[config.mk]
export PLATFORM = sky130hd
export DESIGN_NAME = rv32i_issue_stage
export DESIGN_NICKNAME = d
export VERILOG_FILES = /design/src/rtl/rv32i_issue_stage.sv
export SDC_FILE = /design/constraint.sdc
export NUM_CORES = 2
export LEC_CHECK = 0
export BUFFER_PORTS_ARGS = -buffer_cell sky130_fd_sc_hd__buf_2
export CAP_MARGIN = 10
export CORE_UTILIZATION = 30
export DETAILED_ROUTE_END_ITERATION = 8
export PLACE_DENSITY = 0.5
export SLEW_MARGIN = 10
export SYNTH_ARGS = -nofsm -noshare
export SYNTH_HDL_FRONTEND = slang
export SYNTH_SLANG_ARGS = --single-unit
[constraint.sdc]
create_clock -name clk -period 6.6 [get_ports clk]
set_input_delay 1.32 -clock clk [delete_from_list [all_inputs] [get_ports clk]]
set_output_delay 1.32 -clock clk [all_outputs]
set_load 0.005 [all_outputs]
[src/rtl/rv32i_issue_stage.sv]
// RV32I decode/operand-issue stage: decodes ALU controls, reads the bypassed
// register file, blocks RAW hazards and holds one packet for execute.
module rv32i_issue_stage #(
   parameter int XLEN = 32,
   parameter int NREG = 32
) (
   input  logic            clk,
   input  logic            reset,
   input  logic            in_valid,
   output logic            in_ready,
   input  logic [XLEN-1:0] in_instr,
   input  logic [XLEN-1:0] in_pc,
   input  logic            wb_en,
   input  logic [4:0]      wb_rd,
   input  logic [XLEN-1:0] wb_data,
   output logic            ex_valid,
   input  logic            ex_ready,
   output logic [XLEN-1:0] ex_in_a,
   output logic [XLEN-1:0] ex_in_b,
   output logic            ex_func7,
   output logic [2:0]      ex_funct3,
   output logic [6:0]      ex_op,
   output logic [XLEN-1:0] ex_imm,
   output logic [XLEN-1:0] ex_pc,
   output logic [4:0]      ex_rd,
   output logic            ex_rd_we,
   output logic            ex_illegal
);

   localparam logic [6:0] OPC_OP    = 7'b0110011;
   localparam logic [6:0] OPC_IMM   = 7'b0010011;
   localparam logic [6:0] OPC_BR    = 7'b1100011;
   localparam logic [6:0] OPC_LUI   = 7'b0110111;
   localparam logic [6:0] OPC_AUIPC = 7'b0010111;

   logic [XLEN-1:0] regs_q [NREG-1:1];
   logic [NREG-1:0] pend_q, pend_d;

   logic            ex_valid_q;
   logic [XLEN-1:0] a_q, b_q, imm_q, pc_q;
   logic            f7_q, we_q, ill_q;
   logic [2:0]      f3_q;
   logic [6:0]      op_q;
   logic [4:0]      rd_q;

   logic [6:0] opc;
   logic [6:0] f7;
   logic [2:0] f3;
   logic [4:0] rs1, rs2, rd;

   assign opc = in_instr[6:0];
   assign rd  = in_instr[11:7];
   assign f3  = in_instr[14:12];
   assign rs1 = in_instr[19:15];
   assign rs2 = in_instr[24:20];
   assign f7  = in_instr[31:25];

   logic is_op, is_imm, is_br, is_lui, is_auipc;

   assign is_op    = (opc == OPC_OP);
   assign is_imm   = (opc == OPC_IMM);
   assign is_br    = (opc == OPC_BR);
   assign is_lui   = (opc == OPC_LUI);
   assign is_auipc = (opc == OPC_AUIPC);

   logic [XLEN-1:0] imm_i, imm_b, imm_u;

   assign imm_i = {{20{in_instr[31]}}, in_instr[31:20]};
   assign imm_b = {{20{in_instr[31]}}, in_instr[7],
                   in_instr[30:25], in_instr[11:8], 1'b0};
   assign imm_u = {in_instr[31:12], 12'b0};

   // Register reads see a same-cycle writeback
   logic [XLEN-1:0] op1, op2;

   always_comb begin
      op1 = '0;
      if (rs1 != 5'd0) begin
         if (wb_en && wb_rd == rs1) op1 = wb_data;
         else                       op1 = regs_q[rs1];
      end
   end

   always_comb begin
      op2 = '0;
      if (rs2 != 5'd0) begin
         if (wb_en && wb_rd == rs2) op2 = wb_data;
         else                       op2 = regs_q[rs2];
      end
   end

   logic            used1, used2, haz1, haz2, hazard, accept;

   assign used1 = (rs1 != 5'd0) & (is_op | is_imm | is_br);
   assign used2 = (rs2 != 5'd0) & (is_op | is_br);
   assign haz1  = used1 & pend_q[rs1] & ~(wb_en & (wb_rd == rs1));
   assign haz2  = used2 & pend_q[rs2] & ~(wb_en & (wb_rd == rs2));
   assign hazard = haz1 | haz2;

   assign in_ready = ~reset & (~ex_valid_q | ex_ready)
                   & ~(in_valid & hazard);
   assign accept   = in_valid & in_ready;

   logic [XLEN-1:0] d_a, d_b, d_imm;
   logic            d_f7, d_ill, d_we;
   logic [2:0]      d_f3;

   always_comb begin
      d_a   = '0;
      d_b   = '0;
      d_imm = '0;
      d_f7  = in_instr[30];
      d_f3  = f3;
      d_ill = 1'b0;
      unique case (1'b1)
         is_op: begin
            d_a   = op1;
            d_b   = op2;
            d_ill = ~((f7 == 7'h00) ||
                      (f7 == 7'h20 && (f3 == 3'b000 || f3 == 3'b101)));
         end
         is_imm: begin
            d_a   = op1;
            d_b   = imm_i;
            d_imm = imm_i;
            d_ill = (f3 == 3'b001 && f7 != 7'h00) ||
                    (f3 == 3'b101 && f7 != 7'h00 && f7 != 7'h20);
         end
         is_br: begin
            d_a   = op1;
            d_b   = op2;
            d_imm = imm_b;
            d_ill = (f3 == 3'b010) || (f3 == 3'b011);
         end
         is_lui: begin
            d_b   = imm_u;
            d_imm = imm_u;
            d_f3  = 3'b000;
            d_f7  = 1'b0;
         end
         is_auipc: begin
            d_a   = in_pc;
            d_b   = imm_u;
            d_imm = imm_u;
            d_f3  = 3'b000;
            d_f7  = 1'b0;
         end
         default: d_ill = 1'b1;
      endcase
   end

   assign d_we = ~d_ill & ~is_br & (rd != 5'd0);

   // A set from this cycle's accept overrides a same-register clear
   always_comb begin
      pend_d = pend_q;
      if (wb_en && wb_rd != 5'd0) pend_d[wb_rd] = 1'b0;
      if (accept && d_we)         pend_d[rd]    = 1'b1;
      pend_d[0] = 1'b0;
   end

   always_ff @(posedge clk) begin
      if (reset) begin
         pend_q     <= '0;
         ex_valid_q <= 1'b0;
         a_q        <= '0;
         b_q        <= '0;
         imm_q      <= '0;
         pc_q       <= '0;
         f7_q       <= 1'b0;
         f3_q       <= '0;
         op_q       <= '0;
         rd_q       <= '0;
         we_q       <= 1'b0;
         ill_q      <= 1'b0;
         for (int i = 1; i < NREG; i++) regs_q[i] <= '0;
      end else begin
         pend_q <= pend_d;
         if (wb_en && wb_rd != 5'd0) regs_q[wb_rd] <= wb_data;
         if (accept) begin
            ex_valid_q <= 1'b1;
            a_q        <= d_a;
            b_q        <= d_b;
            imm_q      <= d_imm;
            pc_q       <= in_pc;
            f7_q       <= d_f7;
            f3_q       <= d_f3;
            op_q       <= opc;
            rd_q       <= rd;
            we_q       <= d_we;
            ill_q      <= d_ill;
         end else if (ex_ready) begin
            ex_valid_q <= 1'b0;
         end
      end
   end

   assign ex_valid   = ex_valid_q;
   assign ex_in_a    = a_q;
   assign ex_in_b    = b_q;
   assign ex_func7   = f7_q;
   assign ex_funct3  = f3_q;
   assign ex_op      = op_q;
   assign ex_imm     = imm_q;
   assign ex_pc      = pc_q;
   assign ex_rd      = rd_q;
   assign ex_rd_we   = we_q;
   assign ex_illegal = ill_q;

endmodule
Word level (Yosys, flattened, before mapping) --
Memory sizes are Yosys's and may differ from the RTL's. Index checks and enable logic that the tools add are counted.
Operators by class: add/sub/neg operators 0, multiply operators 0, divide/modulo/power cells 0, magnitude comparators 6, eq/ne operators 13, shift-type cells 0, muxes and demuxes 30, bitwise operators 30, reductions and logical operators 26
Operator list (number):
- 32-bit two-way mux | 7
- 32-bit one-hot mux with 3 select lines | 2
- 32-bit one-hot mux with 2 select lines | 1
- 32-bit bitwise AND | 1
- 32-bit inverter | 1
- 32-bit bitwise OR | 1
- 32-bit OR reduction | 1
- 5-bit by 6-bit < comparator with 1-bit output, second input constant | 4
- 7-bit by 6-bit == test with 1-bit output, second input constant | 3
- 5-bit nonzero test | 4
- 1-bit bitwise AND | 14
- 7-bit by 5-bit == test with 1-bit output, second input constant | 2
- 1-bit two-way mux | 13
- 1-bit binary-select mux with 5-bit select | 2
- 1-bit demux with 5-bit select | 2
- 5-bit == test | 2
- 5-bit by 1-bit greater-or-equal comparator with 1-bit output, second input constant | 2
- 1-bit logical AND | 10
- 1-bit inverter | 8
- 7-bit == test, second input constant | 1
- 7-bit zero test | 1
- 7-bit by 6-bit != test with 1-bit output, second input constant | 1
- 7-bit nonzero test | 1
- 3-bit by 2-bit == test with 1-bit output, second input constant | 2
- 11 further kinds | 19
Word-level totals: register bits after elaboration 179, latch bits 0, memory bits (writable) 992, bits in read-only memories 0, bits of input ports 106, logic and storage cells 119, memories kept 1
Memories:
- regs_q | words 31, width 32, read ports 2, clocked after Yosys merged registers in 0, wr ports 31, RTL line 36 | logic [XLEN-1:0] regs_q [NREG-1:1];

Logic depth before layout (Yosys ltp) --
word-level depth 13, depth in mapped cells 12, gate-level depth less buffers 7

Worst setup path before layout --
Ideal clock, no wire load.
path type input port to flip-flop, start point input wb_rd[3], end point memory regs_q[15][0], enable pin, library setup time 0.470 ns, arrival 4.705 ns, required time 6.130 ns, path slack 1.425 ns, stages 5, path buffers 2, cell sequence clkbuf_1 > nand2_1 > or2_2 > clkbuf_1 > o31ai_1
RTL lines:
- start, declared | RTL line 14 | input logic [4:0] wb_rd,
- end, declared | RTL line 36

Worst setup path after layout --
start point input in_instr[17], end point output in_ready
On the way: cells in the longest elaborated chain, start to end 8, elaborated cells between the ends (all ways) 13
RTL lines:
- start, declared | RTL line 11 | input logic [XLEN-1:0] in_instr,
- 1-bit binary-select mux with 5-bit select (tied with other cells) | RTL line 96 | assign haz1 = used1 & pend_q[rs1] & ~(wb_en & (wb_rd == rs1));
- 1-bit two-way mux (implied by the code) (tied with other cells) | RTL line 96
- 1-bit bitwise AND / 1-bit inverter (equally long branches) | RTL line 96
- 1-bit bitwise AND (*) | RTL line 96
- 1-bit bitwise OR (*) | RTL line 98 | assign hazard = haz1 | haz2;
- 1-bit bitwise AND (*) | RTL line 101 | & ~(in_valid & hazard);
- 1-bit inverter (*) | RTL line 101
- 1-bit bitwise AND (*) | RTL line 101
- end, declared | RTL line 10 | output logic in_ready,
Mark *: on every way between the ends. The rest lies on a longest branch, timed or not. The select of a mux whose other input is x is not followed.

==> results.md <==
* Max FO, Critical Path at 27
* Gate Count Post-Synth at 4725
* Critical Path End Type: output port
* Sequential area share after synthesis at 0.548
* Max_cap viols at 0
* Congestion Overflow GR at 0
* Mapped cell area at 0.0626 sq mm
* Routed wire per std cell at 36.4 microns
* Layout cells sized above 1 at 0.236
* Worst-path clk slew at 0.06 ns
* Worst-skew pair later-pin latency at 0.79 ns
* Filler instances at 20.2k
* Final setup violation count at 0
* Yosys reg bits at 1202
* Num rows at 167
* Tot GR Track Use at 0.260
* Vias per cell at 6.03
* Async set or reset register ratio after synthesis at 0
* WP data required at 5.28 ns
* DRT Wirelength at 280000 microns
* Hold_buf cts at 0
* Final worst setup slack at 1.28 ns
* Vias post-DR at 46.4k
* Setup Skew at 0.0274 ns
* Post-CTS sizing at 0
* VDD IR-drop max at 281 uV
* Initial antenna violation count at 44
* Initial core utilization at 0.302
* Setup tns final at 0 ns
* RSZ-0062 raised after global routing: no
* Minimum setup slack after placement at 1.42 ns
* First-pass GRT wire length at 378000 microns
* Boundary pin count at 254
* Post-DP HPWL at 169000 microns
* Max-slew violation count at 0
* Crit Path Category: input port to output port
* CTS Sinks at 1202
* Status: finished, final reports clean
* Core ar. at 0.207 sq mm
* Die W at 459 microns
* Post-synth EDFFs at 1024
* RePlAce Congestion at 0.907
* Fin crit period at 5.32 ns
* Switching Share at 0.269
* Startpoint types: input port
* Worst-Margin Slew at 1.36 ns
* Final core occ at 0.345
* Post-route insts no fill at 7702
* R2R Path Start: pend_q[10]
* Post-CTS setup buffer count at 0
* Port Buf Inserts at 253
* Critical path origin: in_instr[17]
* Number of nets in the layout at 4905
* Die ar. at 0.210 sq mm
* Number of DRC markers in iteration 0 at 7135
* WP data arrival at 4.00 ns
* Fin crit share at 0.806
* Achievable Freq at 188 MHz
* Vias in the first global route at 44.1k
* Primary FF master, synth: edfxtp_1
* Clock Path Buffers at 3
* Dpl cells at 7445
* Pwr dens at 260 mW/mm^2
* Final Hold Fails at 0
* Max-slew headroom at 0.0908
* Synth Area per Inst at 13.2 sq um
* Clock root cell: clkbuf_16
* P_sw at 5.00 mW
* Largest net degree at the start of global routing at 96
* Die Y at 459 microns
* CTS Buf Count at 140
* # H-tree levels at 4
* Pint at 13.6 mW
* Syn. warnings at 0
* Comb pwr share at 0.123
* Seq pwr share at 0.476
* Clock share of power at 0.402
* Unique cell type count in the Yosys netlist at 66
* Area grow syn2layout at 14.2%
* Final ANT Viol Nets at 0
* P_leak at 24.8 nW
* Commonest non-fill, non-tap cell in the layout: edfxtp_1
* Commonest cells after routing, fill and taps aside: 1024 x edfxtp_1, 917 x and2_1, 392 x mux4_2, 275 x mux2i_1, 244 x buf_2
* Worst min path class: register to register
* CTS tree: yes
* Hold Crit Start: ex_in_b[2]
* First drt pass iteration count at 9
* Total power at 18.6 mW
* Remaining DRCs at 0
==> registers in the layout, summed over array words and instances, names as in the netlist, 3 cells and up <==
| register | count |
|---|---|
| ex_imm | 32 |
| ex_in_b | 32 |
| ex_rd | 5 |
| ex_op | 7 |
| pend_q | 31 |
| ex_in_a | 32 |
| ex_funct3 | 3 |
| regs_q | 1024 |
| ex_pc | 32 |
==> area by class of cell <==
class | count | area (sq um) | area share
tap | 2788 | 3490 | 0.0488
multi-input combinational | 2986 | 26400 | 0.370
clock inverter | 50 | 342 | 0.00478
inverter | 37 | 154 | 0.00215
clock buffer | 195 | 3850 | 0.0539
timing repair buffer | 432 | 2830 | 0.0396
sequential | 1202 | 34300 | 0.480
antenna | 12 | 30.0 | 0.000420
==> final timing paths <==
path,endpoint,slack (ns),cells past startpoint
max,in_ready,1.28,9
min,ex_in_b[2],0.46,1
max reg2reg,ex_in_b[9],3.20,8
min reg2reg,ex_in_b[2],0.46,1
==> per-stage QoR <==
stage	cell area, sq um	hold WS (ns)
after CTS	71400	0.460
after global routing	71400	0.470
after detailed placement	67200	0.444
after global placement	67200	0.443
final	71500	0.462
after floorplan	62700	0.437
==> worst max-delay path, stage by stage <==
cell and delay [ns]:
buf_2 0.86, or3_2 0.31, nor3_2 0.05, a211oi_1 0.41, nand4_1 0.25, o32ai_4 0.24
a21boi_0 0.15, buf_4 0.16, buf_2 0.19
==> routing by layer <==
layer / wire, microns / part of all wire / vias up / track usage
met5: 114 / 0.00041 / - / 0
met4: 13000 / 0.047 / 18 / 0.110
met3: 32300 / 0.12 / 580 / 0.0698
met2: 124000 / 0.44 / 3142 / 0.397
met1: 111000 / 0.39 / 24319 / 0.345
li1: - / - / 18357 / -
==> logic make-up after synthesis <==
kind of cell              count (synthesis)  synth area share
muxes                                   699             0.191
buffers and inverters                   568            0.0372
xor gates and xnor gates                 12           0.00168
and+or+nand+nor                        1486             0.135
AOI/OAI and AO/OA                       757            0.0872
DFF                                    1202             0.548
other                                     1         0.0000599
==> cell usage after synthesis, drive strengths merged, types with 7 or more instances <==
master   number  area share
edfxtp     1024        0.49
and2        922       0.092
clkbuf      395       0.024
mux4        392        0.14
mux2i       275       0.044
nand2       208       0.012
dfxtp       178       0.057
a21oi       171       0.014
buf         136       0.011
nor3        119      0.0096
nand3        90      0.0072
a211oi       73      0.0088
o21ai        72      0.0058
a221oi       71      0.0099
o221ai       68      0.0095
nor2         52      0.0032
a22o         43      0.0060
o31ai        40      0.0048
a22oi        38      0.0046
inv          34      0.0020
mux2         32      0.0058
a222oi       30      0.0048
a31o         27      0.0038
a31oi        27      0.0027
nand4        23      0.0023
a2111oi      22      0.0031
o22ai        22      0.0022
nor2b        16      0.0016
nor4         16      0.0016
o2bb2ai      14      0.0020
o211ai       12      0.0014
a32oi        10      0.0014
nand4b        7     0.00098
==> power groups by stage <==
stage | logic, mW | clock network, mW | registers (mW)
2_1_floorplan | 1.24 | 0 | 8.92
3_3_place_gp | 2.22 | 0 | 8.97
3_5_place_dp | 2.23 | 0 | 8.99
4_1_cts | 2.23 | 7.50 | 8.83
5_1_grt | 2.33 | 7.80 | 8.88
6_report | 2.29 | 7.46 | 8.84
Note: power is estimated with default switching activity, not from simulation.
